==> src/rtl/axis_uart_rx_wrapper.sv <==
`default_nettype none
// ============================================================================
// Module   : axis_uart_rx_wrapper
// Purpose  : 8N1 UART receiver (LSB first, idle-high line) feeding an
//            AXI-Stream master through a first-word-fall-through FIFO.
// Ports    : clk        - system clock, rising edge
//            rst_n      - synchronous reset, active-low
//            rx         - asynchronous serial input, idle high
//            o_tdata    - byte at FIFO head (valid only when o_tvalid=1)
//            o_tvalid   - FIFO not empty
//            o_tready   - downstream accept
//            fifo_level - bytes held in the FIFO, zero-extended to 16 bits
//            frame_err  - 1-cycle pulse: stop bit sampled low, byte dropped
//            overrun    - 1-cycle pulse: byte completed while FIFO full
//            busy       - receiver FSM not idle
// Revision : 1.0 - initial release
// ============================================================================
module axis_uart_rx_wrapper #(
  parameter int RX_SIZE   = 4,
  parameter int clkdiv_rx = 100
) (
  input  logic        clk,
  input  logic        rst_n,
  input  logic        rx,
  output logic [7:0]  o_tdata,
  output logic        o_tvalid,
  input  logic        o_tready,
  output logic [15:0] fifo_level,
  output logic        frame_err,
  output logic        overrun,
  output logic        busy
);

  localparam int          c_DEPTH = 1 << RX_SIZE;
  localparam logic [15:0] c_LAST  = 16'(clkdiv_rx - 1);
  localparam logic [15:0] c_HALF  = 16'(clkdiv_rx / 2 - 1);

  localparam logic [2:0] c_IDLE  = 3'd0;
  localparam logic [2:0] c_START = 3'd1;
  localparam logic [2:0] c_DATA  = 3'd2;
  localparam logic [2:0] c_STOP  = 3'd3;
  localparam logic [2:0] c_BREAK = 3'd4;

  // --------------------------------------------------------------------------
  // Receiver state and datapath
  // --------------------------------------------------------------------------
  logic [2:0]  r_state;
  logic [2:0]  w_next_state;
  logic        r_sync1;
  logic        r_sync2;
  logic        w_rx_s;
  logic [15:0] r_cnt;
  logic [2:0]  r_idx;
  logic [7:0]  r_shift;
  logic        r_push;
  logic        r_frame_err;

  logic        w_start_sample;
  logic        w_bit_sample;
  logic        w_stop_sample;
  logic        w_cnt_clr;

  assign w_rx_s = r_sync2;

  // State register
  always_ff @(posedge clk) begin
    if (!rst_n) begin
      r_state <= c_IDLE;
    end else begin
      r_state <= w_next_state;
    end
  end

  // Next-state logic
  always_comb begin
    w_next_state = r_state;
    case (r_state)
      c_IDLE: begin
        if (!w_rx_s) w_next_state = c_START;
      end
      c_START: begin
        // A start bit that is high again at mid-bit was only a glitch
        if (r_cnt == c_HALF) w_next_state = w_rx_s ? c_IDLE : c_DATA;
      end
      c_DATA: begin
        if ((r_cnt == c_LAST) && (r_idx == 3'd7)) w_next_state = c_STOP;
      end
      c_STOP: begin
        if (r_cnt == c_LAST) w_next_state = w_rx_s ? c_IDLE : c_BREAK;
      end
      c_BREAK: begin
        // Wait out a held-low line so it reports only one frame error
        if (w_rx_s) w_next_state = c_IDLE;
      end
      default: w_next_state = c_IDLE;
    endcase
  end

  // Output / sample-strobe logic
  always_comb begin
    w_start_sample = (r_state == c_START) && (r_cnt == c_HALF);
    w_bit_sample   = (r_state == c_DATA)  && (r_cnt == c_LAST);
    w_stop_sample  = (r_state == c_STOP)  && (r_cnt == c_LAST);
    w_cnt_clr      = (r_state == c_IDLE) || (r_state == c_BREAK) ||
                     w_start_sample || w_bit_sample || w_stop_sample;
    busy           = (r_state != c_IDLE);
  end

  // Synchroniser, bit timing and shift register
  always_ff @(posedge clk) begin
    if (!rst_n) begin
      r_sync1     <= 1'b1;
      r_sync2     <= 1'b1;
      r_cnt       <= 16'd0;
      r_idx       <= 3'd0;
      r_shift     <= 8'd0;
      r_push      <= 1'b0;
      r_frame_err <= 1'b0;
    end else begin
      r_sync1     <= rx;
      r_sync2     <= r_sync1;
      r_cnt       <= w_cnt_clr ? 16'd0 : r_cnt + 16'd1;
      // The push lands one cycle after the stop sample; r_shift is stable then
      r_push      <= w_stop_sample && w_rx_s;
      r_frame_err <= w_stop_sample && !w_rx_s;
      if (w_start_sample) begin
        r_idx <= 3'd0;
      end else if (w_bit_sample) begin
        r_idx <= r_idx + 3'd1;
      end
      // LSB arrives first, so shift in from the top
      if (w_bit_sample) begin
        r_shift <= {w_rx_s, r_shift[7:1]};
      end
    end
  end

  // --------------------------------------------------------------------------
  // FWFT FIFO
  // --------------------------------------------------------------------------
  logic [7:0]         r_mem [c_DEPTH];
  logic [RX_SIZE-1:0] r_wr_ptr;
  logic [RX_SIZE-1:0] r_rd_ptr;
  logic [RX_SIZE:0]   r_count;
  logic               w_full;
  logic               w_push_ok;
  logic               w_pop;

  // Full is judged before any same-cycle pop, so a full FIFO rejects the push
  assign w_full    = (r_count == (RX_SIZE + 1)'(c_DEPTH));
  assign w_push_ok = r_push && !w_full;
  assign w_pop     = o_tvalid && o_tready;

  always_ff @(posedge clk) begin
    if (!rst_n) begin
      r_wr_ptr <= '0;
      r_rd_ptr <= '0;
      r_count  <= '0;
    end else begin
      if (w_push_ok) r_wr_ptr <= r_wr_ptr + 1'b1;
      if (w_pop)     r_rd_ptr <= r_rd_ptr + 1'b1;
      case ({w_push_ok, w_pop})
        2'b10:   r_count <= r_count + 1'b1;
        2'b01:   r_count <= r_count - 1'b1;
        default: r_count <= r_count;
      endcase
    end
  end

  // Storage needs no reset: entries are only read while counted as valid
  always_ff @(posedge clk) begin
    if (rst_n && w_push_ok) begin
      r_mem[r_wr_ptr] <= r_shift;
    end
  end

  assign o_tdata    = r_mem[r_rd_ptr];
  assign o_tvalid   = (r_count != '0);
  assign fifo_level = 16'(r_count);
  assign frame_err  = r_frame_err && rst_n;
  assign overrun    = r_push && w_full && rst_n;

endmodule
`default_nettype wire
==> config.mk <==
export PLATFORM = sky130hd
export DESIGN_NAME = axis_uart_rx_wrapper
export DESIGN_NICKNAME = d
export VERILOG_FILES = /design/src/rtl/axis_uart_rx_wrapper.sv
export SDC_FILE = /design/constraint.sdc
export NUM_CORES = 1
export LEC_CHECK = 0
export ABC_AREA = 1
export CORE_ASPECT_RATIO = 0.5
export CORE_MARGIN = 1
export CORE_UTILIZATION = 55
export CTS_CLUSTER_DIAMETER = 30
export DETAILED_ROUTE_END_ITERATION = 8
export PLACE_DENSITY_LB_ADDON = 0.2
export SYNTH_ARGS = -nofsm -noshare
export SYNTH_HDL_FRONTEND = slang
export SYNTH_SLANG_ARGS = --single-unit
==> constraint.sdc <==
create_clock -name clk -period 2.3 [get_ports clk]
set_input_delay 0.23 -clock clk [delete_from_list [all_inputs] [get_ports clk]]
set_output_delay 0.23 -clock clk [all_outputs]
set_load 0.01 [all_outputs]
## After elaboration in Yosys (flattened, before gate mapping)

Memory sizes are Yosys's and may differ from the RTL's. A register that Yosys moved wholly into a read port is not among the register bits.
Index checks and enable logic that the tools add are counted.

- $add $sub $neg: 6
- Eq/ne operators: 15
- Multiplexer cells: 13
- Bitwise logic cells: 1
- Reduce and logical (&&, ||, !) cells: 25

Operators by type and width:

| operator | number |
|---|---|
| 2-to-1 mux 3 bit | 6 |
| adder 16 x 1 -> 16 bit, second input constant | 1 |
| equality test 16 x 6 -> 1 bit, second input constant | 1 |
| equality test 16 x 7 -> 1 bit, second input constant | 1 |
| one-hot mux 3 bit (5 select lines) | 1 |
| logical AND 1 bit | 12 |
| one-hot mux 5 bit (2 select lines) | 1 |
| adder 4 x 1 -> 4 bit, second input constant | 2 |
| 2-to-1 mux 4 bit | 2 |
| inequality test 2 bit, second input constant | 4 |
| equality test 3 x 2 -> 1 bit, second input constant | 2 |
| equality test 3 bit, second input constant | 2 |
| adder 5 x 1 -> 5 bit, second input constant | 1 |
| equality test 5 bit, second input constant | 1 |
| AND reduction 5 bit | 1 |
| nonzero test 5 bit | 1 |
| subtractor 5 x 1 -> 5 bit, second input constant | 1 |
| logical OR 1 bit | 4 |
| OR reduction 2 bit | 2 |
| adder 3 x 1 -> 3 bit, second input constant | 1 |
| equality test 3 x 1 -> 1 bit, second input constant | 1 |
| zero test 3 bit | 1 |
| nonzero test 3 bit | 1 |
| equality test 2 x 1 -> 1 bit, second input constant | 1 |
| other kinds (7) | 9 |

- Flip-flop bits (word level): 47
- RAM bits: 128
- Input bits: 4
- Output and inout port bits: 28
- Memories: 1

Memories:

| memory | depth | width | read ports | clocked after memory_dff | write ports | RTL line | text |
|---|---|---|---|---|---|---|---|
| r_mem | 16 | 8 | 1 | 1 | 1 | 141 | `logic [7:0] r_mem [c_DEPTH];` |

## Logic depth before layout (Yosys ltp)

Gate-level depths: netlist of run 1.

- Depth in word-level cells: 6
- Mapped depth: 16
- Depth with buffers taken out: 15

## Worst setup path after synthesis of run 1

Ideal clock, no wire load.

- Path kind: register to register
- Start: register r_count[3]
- End: register r_count[2]
- Data arrival time: 1,988 ps
- Data required time: 2,185 ps
- Setup slack: 196 ps
- Cell stages (with the launch flop): 14
- Cell sequence: dfxtp_1 -> nor2_1 -> nand3_1 -> nand2_1 -> inv_1 -> ha_1 -> clkbuf_1 -> xor2_1 -> ha_1 -> inv_1 -> nand2_1 -> xor2_1 -> o21ai_0 -> inv_1

- Elaborated cells between the ends (all ways): 9
- Those cells by class: eq/ne (3); mux (1); reduce/logical (5)

RTL lines:

| what | RTL line | text |
|---|---|---|
| start, declared | 144 | `logic [RX_SIZE:0] r_count;` |
| start signal, assigned | 163 | `2'b10: r_count <= r_count + 1'b1;` |
| start signal, assigned | 164 | `2'b01: r_count <= r_count - 1'b1;` |
| start signal, assigned | 165 | `default: r_count <= r_count;` |
| nonzero test 5 bit * | 178 | `assign o_tvalid = (r_count != '0);` |
| named net o_tvalid | 26 | `output logic o_tvalid,` |
| logical AND 1 bit * | 152 | `assign w_pop = o_tvalid && o_tready;` |
| named net w_pop | 147 | `logic w_pop;` |
| equality test 2 x 1 -> 1 bit or equality test 2 bit (tied branches) | 162 | `case ({w_push_ok, w_pop})` |
| one-hot mux 5 bit (2 select lines) or nonzero test 2 bit (tied branches) | - |  |

The timed path passes the listed nets; every way through them passes the cells marked *.
A chain may end at the register's enable or synchronous reset.

==> results of run 1 <==
## flip-flops by register name, summed over array words and instances (netlist names), named ones only
register and flops:
r_sync2 1, r_shift 8, r_rd_ptr 4, r_count 5
r_cnt 16, r_frame_err 1, r_mem 128, r_push 1
r_idx 3, r_wr_ptr 4, r_state 3, r_sync1 1
## kinds of logic (layout without fill, tap and decap cells)
| kind of cell | after synthesis | after routing | synth area share |
|---|---|---|---|
| buf+inv | 118 | 166 | 0.0676 |
| fa+ha+maj | 11 | 11 | 0.0181 |
| mux | 32 | 32 | 0.0421 |
| xor+xnor | 12 | 12 | 0.0138 |
| simple gates | 194 | 194 | 0.111 |
| flops | 179 | 179 | 0.640 |
| compound gates | 146 | 146 | 0.107 |
| other cells | 1 | 11 | 0.000493 |
## worst paths after layout
check / to / cells after the start / start / slack (ns)
max: o_tdata[1] / 7 / flop / 0.06
min: r_sync1 / 2 / rx / 0.36
max reg2reg: r_count[4] / 15 / r_count[3] / 0.24
min reg2reg: r_sync2 / 1 / r_sync1 / 0.42
## stage by stage
step	hold WS, ns	setup slack [ns]	std cells	utilization	cell area [µm²]
2_1_floorplan	0.337	0.196	703	-	7640
3_3_place_gp	0.398	0.194	882	0.620	8090
3_5_place_dp	0.402	0.122	882	0.620	8090
4_1_cts	0.358	-0.207	916	0.664	8670
5_1_grt	0.386	-0.0134	921	0.669	8740
6_report	0.364	0.0604	921	0.669	8740
## power by group through the flow
stage               combinational [mW]  clock [mW]  sequential, mW
floorplan                         1.42           0            3.62
global placement                  2.04           0            3.69
detailed placement                2.10           0            3.69
CTS                               2.17        2.74            3.60
global route                      2.49        2.88            3.60
finish                            2.26        2.72            3.58
## cell usage in the layout (no fill, tap or decap), types with 3 or more instances in the layout
cell type and n:
sky130_fd_sc_hd__xnor2_1 4, sky130_fd_sc_hd__or2_0 3, sky130_fd_sc_hd__dlymetal6s2s_1 4, sky130_fd_sc_hd__nand3_1 29, sky130_fd_sc_hd__ha_1 10, sky130_fd_sc_hd__mux2i_2 4
sky130_fd_sc_hd__xor2_1 8, sky130_fd_sc_hd__clkdlybuf4s50_1 12, sky130_fd_sc_hd__dfxtp_1 45, sky130_fd_sc_hd__o21ai_1 3, sky130_fd_sc_hd__edfxtp_1 128, sky130_fd_sc_hd__o211ai_1 32
sky130_fd_sc_hd__clkbuf_16 18, sky130_fd_sc_hd__nor3_1 4, sky130_fd_sc_hd__clkbuf_2 4, sky130_fd_sc_hd__dfxtp_2 5, sky130_fd_sc_hd__nand2_1 70, sky130_fd_sc_hd__nand4_1 6
sky130_fd_sc_hd__buf_12 3, sky130_fd_sc_hd__nor2_1 68, sky130_fd_sc_hd__inv_6 3, sky130_fd_sc_hd__clkinvlp_4 3, sky130_fd_sc_hd__a21oi_1 57, sky130_fd_sc_hd__inv_1 76
sky130_fd_sc_hd__o21ai_0 53, sky130_fd_sc_hd__inv_8 4, sky130_fd_sc_hd__mux2i_1 28, sky130_fd_sc_hd__conb_1 11, sky130_fd_sc_hd__buf_4 29
## worst max-delay path, stage by stage, from the launching register on
cell	delay [ns]
sky130_fd_sc_hd__dfxtp_4	0.39
sky130_fd_sc_hd__buf_4	0.15
sky130_fd_sc_hd__buf_4	0.15
sky130_fd_sc_hd__mux2i_2	0.30
sky130_fd_sc_hd__o21ai_0	0.14
sky130_fd_sc_hd__o211ai_1	0.20
sky130_fd_sc_hd__nand2_1	0.08
sky130_fd_sc_hd__dlymetal6s2s_1	0.18
## metal layers
metal / share of wire / global-route usage
met2: 0.46 / 0.378
met4: 0.011 / 0.0793
met5: 0 / 0
met3: 0.073 / 0.0420
met1: 0.46 / 0.335
## layout make-up
cell class | instances | area, µm²
Inverter | 78 | 293
Multi-Input combinational cell | 406 | 2280
Fill cell | 962 | 4330
Tap cell | 170 | 213
Sequential cell | 179 | 4870
Clock inverter | 15 | 125
Timing Repair Buffer | 56 | 523
Clock buffer | 17 | 425
## timing repair
action                                  CTS  global route
setup buffers                             2             3
cloned                                    0             2
endpoints found under the setup margin    8             9
gates resized for setup                   7            21
pin swaps                                 0             5
==> reports/qor_table.md, run 1 <==
| Stage | Result | This run |
|:---|:---|:---|
| synth | Largest area contributor in the netlist | sky130_fd_sc_hd__edfxtp_1 |
| routing | Post-detailed-route via-to-cell ratio | 5.56 |
| place | Gp weighted congestion | 0.852 |
| place | Dpl hpwl | 9.82 mm |
| floorplanning | Placeable Area | 0.0131 mm² |
| pwr | Areal power density over the cells | 981 mW/mm² |
| synth | Number of flops mapped to enable cells by yosys | 128 |
| sta | Post-layout minimum cycle time | 2.24 ns |
| pwr | Flop pwr share | 0.418 |
| worst setup path | Sort of element at the end of the critical path | primary output |
| synth | Proportion of synthesized chip area in sequential cells | 0.640 |
| synth | Synthesized netlist cell count | 693 |
| synth | Netlist area before placement | 0.00761 mm² |
| routing | Routed Antenna Nets | 0 |
| pwr | Power after layout | 8.57 mW |
| finish | Antenna Cells | 0 |
| worst setup path | Critical path data arrival time | 2.01 ns |
| sta | Final-report hold violation count | 0 |
| synth | Top post-synthesis cells by count | 128 x sky130_fd_sc_hd__edfxtp_1, 76 x sky130_fd_sc_hd__inv_1, 70 x sky130_fd_sc_hd__nand2_1 |
| clock tree | Clk_lat worst skew | 0.43 ns |
| pwr | Switching component of the power | 2.66 mW |
| floorplanning | Ports placed on the boundary | 32 |
| routing | Initial detailed-routing violation count | 417 |
| synth | Asr flop ratio synth | 0 |
| place | Number of buffers added on ports | 20 |
| synth | Synth Flop Type | sky130_fd_sc_hd__edfxtp_1 |
| pwr | Switching power as a share of total power | 0.311 |
| routing | Total Routed Length | 16.1 mm |
| worst setup path | CP startpoint kind | flop |
| finish | Fraction of final layout cells with drive strength greater than 1 | 0.124 |
| sta | Worst slew margin relative to its limit | 0.475 |
| routing | Vias after detailed routing | 5120 |
| synth | Biggest area contributors in the synthesized netlist | sky130_fd_sc_hd__edfxtp_1 51%, sky130_fd_sc_hd__dfxtp_1 13%, sky130_fd_sc_hd__mux2i_1 4.2% |
| sta | Setup-failing EPs final | 0 |
| clock tree | Number of buffers added by the clock tree synthesis step | 17 |
| hold path | Path type of the worst min-delay path | input port to flop |
| global route | Aggregate global routing overflow | 0 |
| global route | Initial antenna violation count | 0 |
| floorplanning | Vertical die dimension | 85.2 µm |
| job | Max-cap violations | 0 |
| worst setup path | Critical path class | flop to primary output |
| global route | Via count of the first global-routing pass | 4869 |
| floorplanning | Die Width | 168 µm |
| sta | Highest Clock Rate | 0.447 GHz |
| routing | Detail-routed net length per standard cell | 17.5 µm |
| sta | Setup Skew | 0.0108 ns |
| clock tree | Root Driver | sky130_fd_sc_hd__clkbuf_16 |
| clock tree | CTS HTree Levels | 4 |
| finish | Area Overhead vs Synth | 14.9% |
| clock tree | CTS tree | done |
| clock tree | Sinks on the clock net | 179 |
| clock tree | Clock Tree Buf Depth | 2 |
| clock tree | Clock slew seen by the registers of the worst setup and hold paths | 0.07 ns |
| sta | Slew Viols, Final | 0 |
| sta | Fin crit share | 0.974 |
| global route | Wire length of the first global-routing pass | 25.4 mm |
| routing | Remaining design rule violation count | 0 |
| synth | Average instance area after synthesis | 11.0 µm² |
| pwr | Clock share of power | 0.318 |
| global route | Largest net degree at the start of global routing | 41 |
| floorplanning | Total die area | 0.0143 mm² |
| floorplanning | Number of placement rows | 29 |
| pwr | Worst vdd rail ir drop | 0.512 mV |
| synth | Yosys warns | 0 |
| routing | Total iterations of the first detailed-routing run | 5 |
| clock tree | Hold Buf Count CTS | 0 |
| sta | Setup TNS after final layout | 0 ns |
| pwr | LEAKAGE | 3.24 nW |
| floorplanning | Initial core utilization | 0.582 |
| pwr | Logic gate share of total power | 0.264 |
| global route | All-Layer GR Usage | 0.238 |
| synth | Most frequently used cell type in the post-synthesis netlist | sky130_fd_sc_hd__edfxtp_1 |
| sta | Worst Tran Pin Value | 0.787 ns |
| finish | Final-stage net count | 753 |
| synth | Area share of the largest cell type after synthesis | 0.505 |
| pwr | Int Pwr | 5.91 mW |
| synth | Flops & latches, synth | 179 |
| sta | Setup repair after global routing missed its margin | yes |
| run status | Outcome | completed |
| synth | Number of unique standard cell types used by synthesis | 33 |
| worst setup path | Largest fanout of any net on the critical path | 6 |
| worst setup path | Req. time, crit path | 2.07 ns |
(Power assumes the default switching activity.)
==> run 2: changes to the inputs <==
SLEW_MARGIN = 40   (was unset)
==> results of run 2 <==
Final layout, timing and power as in run 1 (identical DEF).
==> run 3: changes to the inputs <==
GPL_ROUTABILITY_DRIVEN = 0   (was unset)
PLACE_DENSITY = 0.73   (was unset)
PLACE_DENSITY_LB_ADDON = unset   (was 0.2)
RECOVER_POWER = 25   (was unset)
==> run 3 against run 2 <==
  * Sequential power about the same
  * Cell area up 2.3%
  * Cell count down 0.22%
  * Core utilization up 1.5 points
  * Critical path depth up 1
  * Fmax down 0.33%
  * Setup slack worse by 0.0074 ns
  * Power up 8.6%
  * Largest cell class unchanged
==> reports/qor_table.md, run 3 (same netlist as run 1, synthesis figures left out) <==
| Stage | Result | This run |
|:---|:---|:---|
| pwr | Power after layout | 9.30 mW |
| clock tree | Hold Buf Count CTS | 0 |
| worst setup path | Largest fanout of any net on the critical path | 10 |
| place | Dpl hpwl | 9.82 mm |
| sta | Worst slew margin relative to its limit | 0.494 |
| global route | Largest net degree at the start of global routing | 33 |
| pwr | Switching power as a share of total power | 0.298 |
| hold path | Hold worst-path end | r_sync1 |
| worst setup path | Worst R2R Start | r_count[0] |
| finish | Antenna Cells | 0 |
| clock tree | CTS tree | done |
| sta | Highest Clock Rate | 0.445 GHz |
| worst setup path | Sort of element at the end of the critical path | primary output |
| floorplanning | Vertical die dimension | 85.2 µm |
| global route | Initial antenna violation count | 0 |
| routing | Total Routed Length | 16.7 mm |
| sta | Setup-failing EPs final | 0 |
| routing | Post-detailed-route via-to-cell ratio | 5.62 |
| sta | Slew Viols, Final | 0 |
| run status | Outcome | completed |
| pwr | Worst vdd rail ir drop | 0.586 mV |
| floorplanning | Ports placed on the boundary | 32 |
| hold path | Worst hold path cell count | 2 |
| pwr | Areal power density over the cells | 1040 mW/mm² |
| worst setup path | Setup slack, reg-to-reg | 0.24 ns |
| finish | Post-Route Utilization | 0.684 |
| worst setup path | Req. time, crit path | 2.07 ns |
| pwr | Clock share of power | 0.334 |
| routing | Vias after detailed routing | 5168 |
| routing | Routed Antenna Nets | 0 |
| finish | Most common cell after layout, fill and taps aside | sky130_fd_sc_hd__edfxtp_1 |
| clock tree | Sinks on the clock net | 179 |
| pwr | LEAKAGE | 3.29 nW |
| sta | Final-report hold violation count | 0 |
| worst setup path | Critical path class | flop to primary output |
| clock tree | Clock Tree Buf Depth | 2 |
| global route | Wire length of the first global-routing pass | 25.3 mm |
| routing | Total iterations of the first detailed-routing run | 5 |
| finish | Fillers | 909 |
| hold path | Critical hold path startpoint | rx |
| routing | Detail-routed net length per standard cell | 18.2 µm |
| finish | Area Overhead vs Synth | 17.5% |
| job | Max-cap violations | 0 |
| sta | Fin crit share | 0.977 |
| worst setup path | Worst path max stage delay | 0.39 ns |
| global route | Via count of the first global-routing pass | 4892 |
| floorplanning | Initial core utilization | 0.582 |
| finish | Fraction of final layout cells with drive strength greater than 1 | 0.124 |
| global route | Aggregate global routing overflow | 0 |
| finish | Register containing the most flip-flops in the final layout | r_mem |
| finish | Number of flip-flops in the largest register | 128 |
| clock tree | Clock slew seen by the registers of the worst setup and hold paths | 0.06 ns |
| sta | Worst Tran Pin Value | 0.759 ns |
| worst setup path | Crit path max-delay cell type | sky130_fd_sc_hd__dfxtp_4 |
| worst setup path | Number of cells on the worst reg-to-reg path | 12 |
| clock tree | Number of buffers added by the clock tree synthesis step | 17 |
| floorplanning | Number of placement rows | 29 |
| place | Number of buffers added on ports | 20 |
| sta | Post-layout minimum cycle time | 2.25 ns |
| sta | Worst hold slack across all endpoints | 0.368 ns |
| worst setup path | CP startpoint kind | flop |
| pwr | Switching component of the power | 2.77 mW |
| finish | Top Registers | r_mem x128, r_cnt x16, r_shift x8 |
| clock tree | Root Driver | sky130_fd_sc_hd__clkbuf_16 |
| clock tree | Clk_lat worst skew | 0.43 ns |
| worst setup path | Most frequent CP cell | sky130_fd_sc_hd__o21ai_1 |
| worst setup path | Kind of cell adding the most delay to the critical path | buffers and inverters |
| worst setup path | Endpoint of the worst-slack reg-to-reg timing path | r_count[2] |
| floorplanning | Total die area | 0.0143 mm² |
| pwr | Logic gate share of total power | 0.280 |
| worst setup path | Number of buffers and inverters on the critical path | 4 |
| worst setup path | CP Cell Sequence | buf_6 > buf_4 > clkbuf_16 > o21ai_1 > o21ai_1 > o211ai_1 > nand2_1 > clkdlybuf4s15_1 |
| global route | All-Layer GR Usage | 0.239 |
| finish | Final-stage net count | 751 |
| routing | Initial detailed-routing violation count | 421 |
| floorplanning | Die Width | 168 µm |
| floorplanning | Placeable Area | 0.0131 mm² |
| pwr | Flop pwr share | 0.386 |
| hold path | Path type of the worst min-delay path | input port to flop |
| clock tree | CTS HTree Levels | 4 |
| routing | Remaining design rule violation count | 0 |
| worst setup path | Critical path data arrival time | 2.02 ns |
| finish | Most frequent cells in the layout | 128 x sky130_fd_sc_hd__edfxtp_1, 76 x sky130_fd_sc_hd__inv_1, 70 x sky130_fd_sc_hd__nand2_1 |
| sta | Setup Skew | 0.00861 ns |
| pwr | Int Pwr | 6.53 mW |
## run 3: repair_timing
item,4_1_cts,5_1_grt
gates resized for setup,18,41
gates cloned,2,3
buffers inserted,1,3
pin swaps,4,8
setup endpoints to repair,8,10
## run 3: worst max path at each step
stage | slack, ns | depth (start not counted) | startpoint | endpoint
floorplan | 0.20 | 13 | r_count[3] | r_count[2]
global placement | 0.20 | 13 | o_tready | r_count[4]
detailed placement | 0.12 | 13 | o_tready | r_count[4]
CTS | 0.003 | 6 | flop | o_tdata[3]
global route | -0.03 | 7 | flop | o_tdata[1]
finish | 0.05 | 8 | flop | o_tdata[3]
## run 3: per-layer routing
metal | track usage | up-vias | part of all wire
met5 | 0 | - | 0
met3 | 0.0662 | 16 | 0.083
li1 | - | 2465 | -
met1 | 0.322 | 2461 | 0.45
met2 | 0.380 | 226 | 0.46
met4 | 0.0727 | 0 | 0.012
## run 3: power groups by stage
stage          Combinational, mW  Clock (mW)  Sequential, mW
2_1_floorplan               1.42           0            3.62
3_3_place_gp                2.11           0            3.66
3_5_place_dp                2.15           0            3.66
4_1_cts                     2.27        3.12            3.60
5_1_grt                     2.81        3.25            3.60
6_report                    2.60        3.11            3.59
## run 3: final cells by class
cell class / count / area [µm²] / area share
Inverter: 78 / 293 / 0.0328
Timing Repair Buffer: 54 / 611 / 0.0683
Clock buffer: 19 / 433 / 0.0484
Tap cell: 170 / 213 / 0.0238
Clock inverter: 13 / 198 / 0.0221
Multi-Input combinational cell: 406 / 2320 / 0.260
Sequential cell: 179 / 4870 / 0.545
## run 3: worst reg2reg max path, stage by stage (launching register included)
cell and delay [ns]:
sky130_fd_sc_hd__dfxtp_1 0.36, sky130_fd_sc_hd__nor2_1 0.15, sky130_fd_sc_hd__nand3_1 0.11, sky130_fd_sc_hd__nand2_1 0.17
sky130_fd_sc_hd__inv_1 0.13, sky130_fd_sc_hd__ha_4 0.20, sky130_fd_sc_hd__xor2_1 0.16, sky130_fd_sc_hd__ha_1 0.19
sky130_fd_sc_hd__inv_1 0.05, sky130_fd_sc_hd__nand2_1 0.07, sky130_fd_sc_hd__xor2_1 0.15, sky130_fd_sc_hd__o21ai_0 0.16
sky130_fd_sc_hd__inv_1 0.06
## run 3: metrics by stage
stage	cells	TNS, ns	cell area [µm²]	setup WS, ns
6_report	919	0	8940	0.0529
5_1_grt	919	-0.0427	8940	-0.0321
4_1_cts	913	0	8780	0.00300
3_5_place_dp	878	0	8090	0.124
3_3_place_gp	878	0	8090	0.196
2_1_floorplan	703	0	7640	0.196
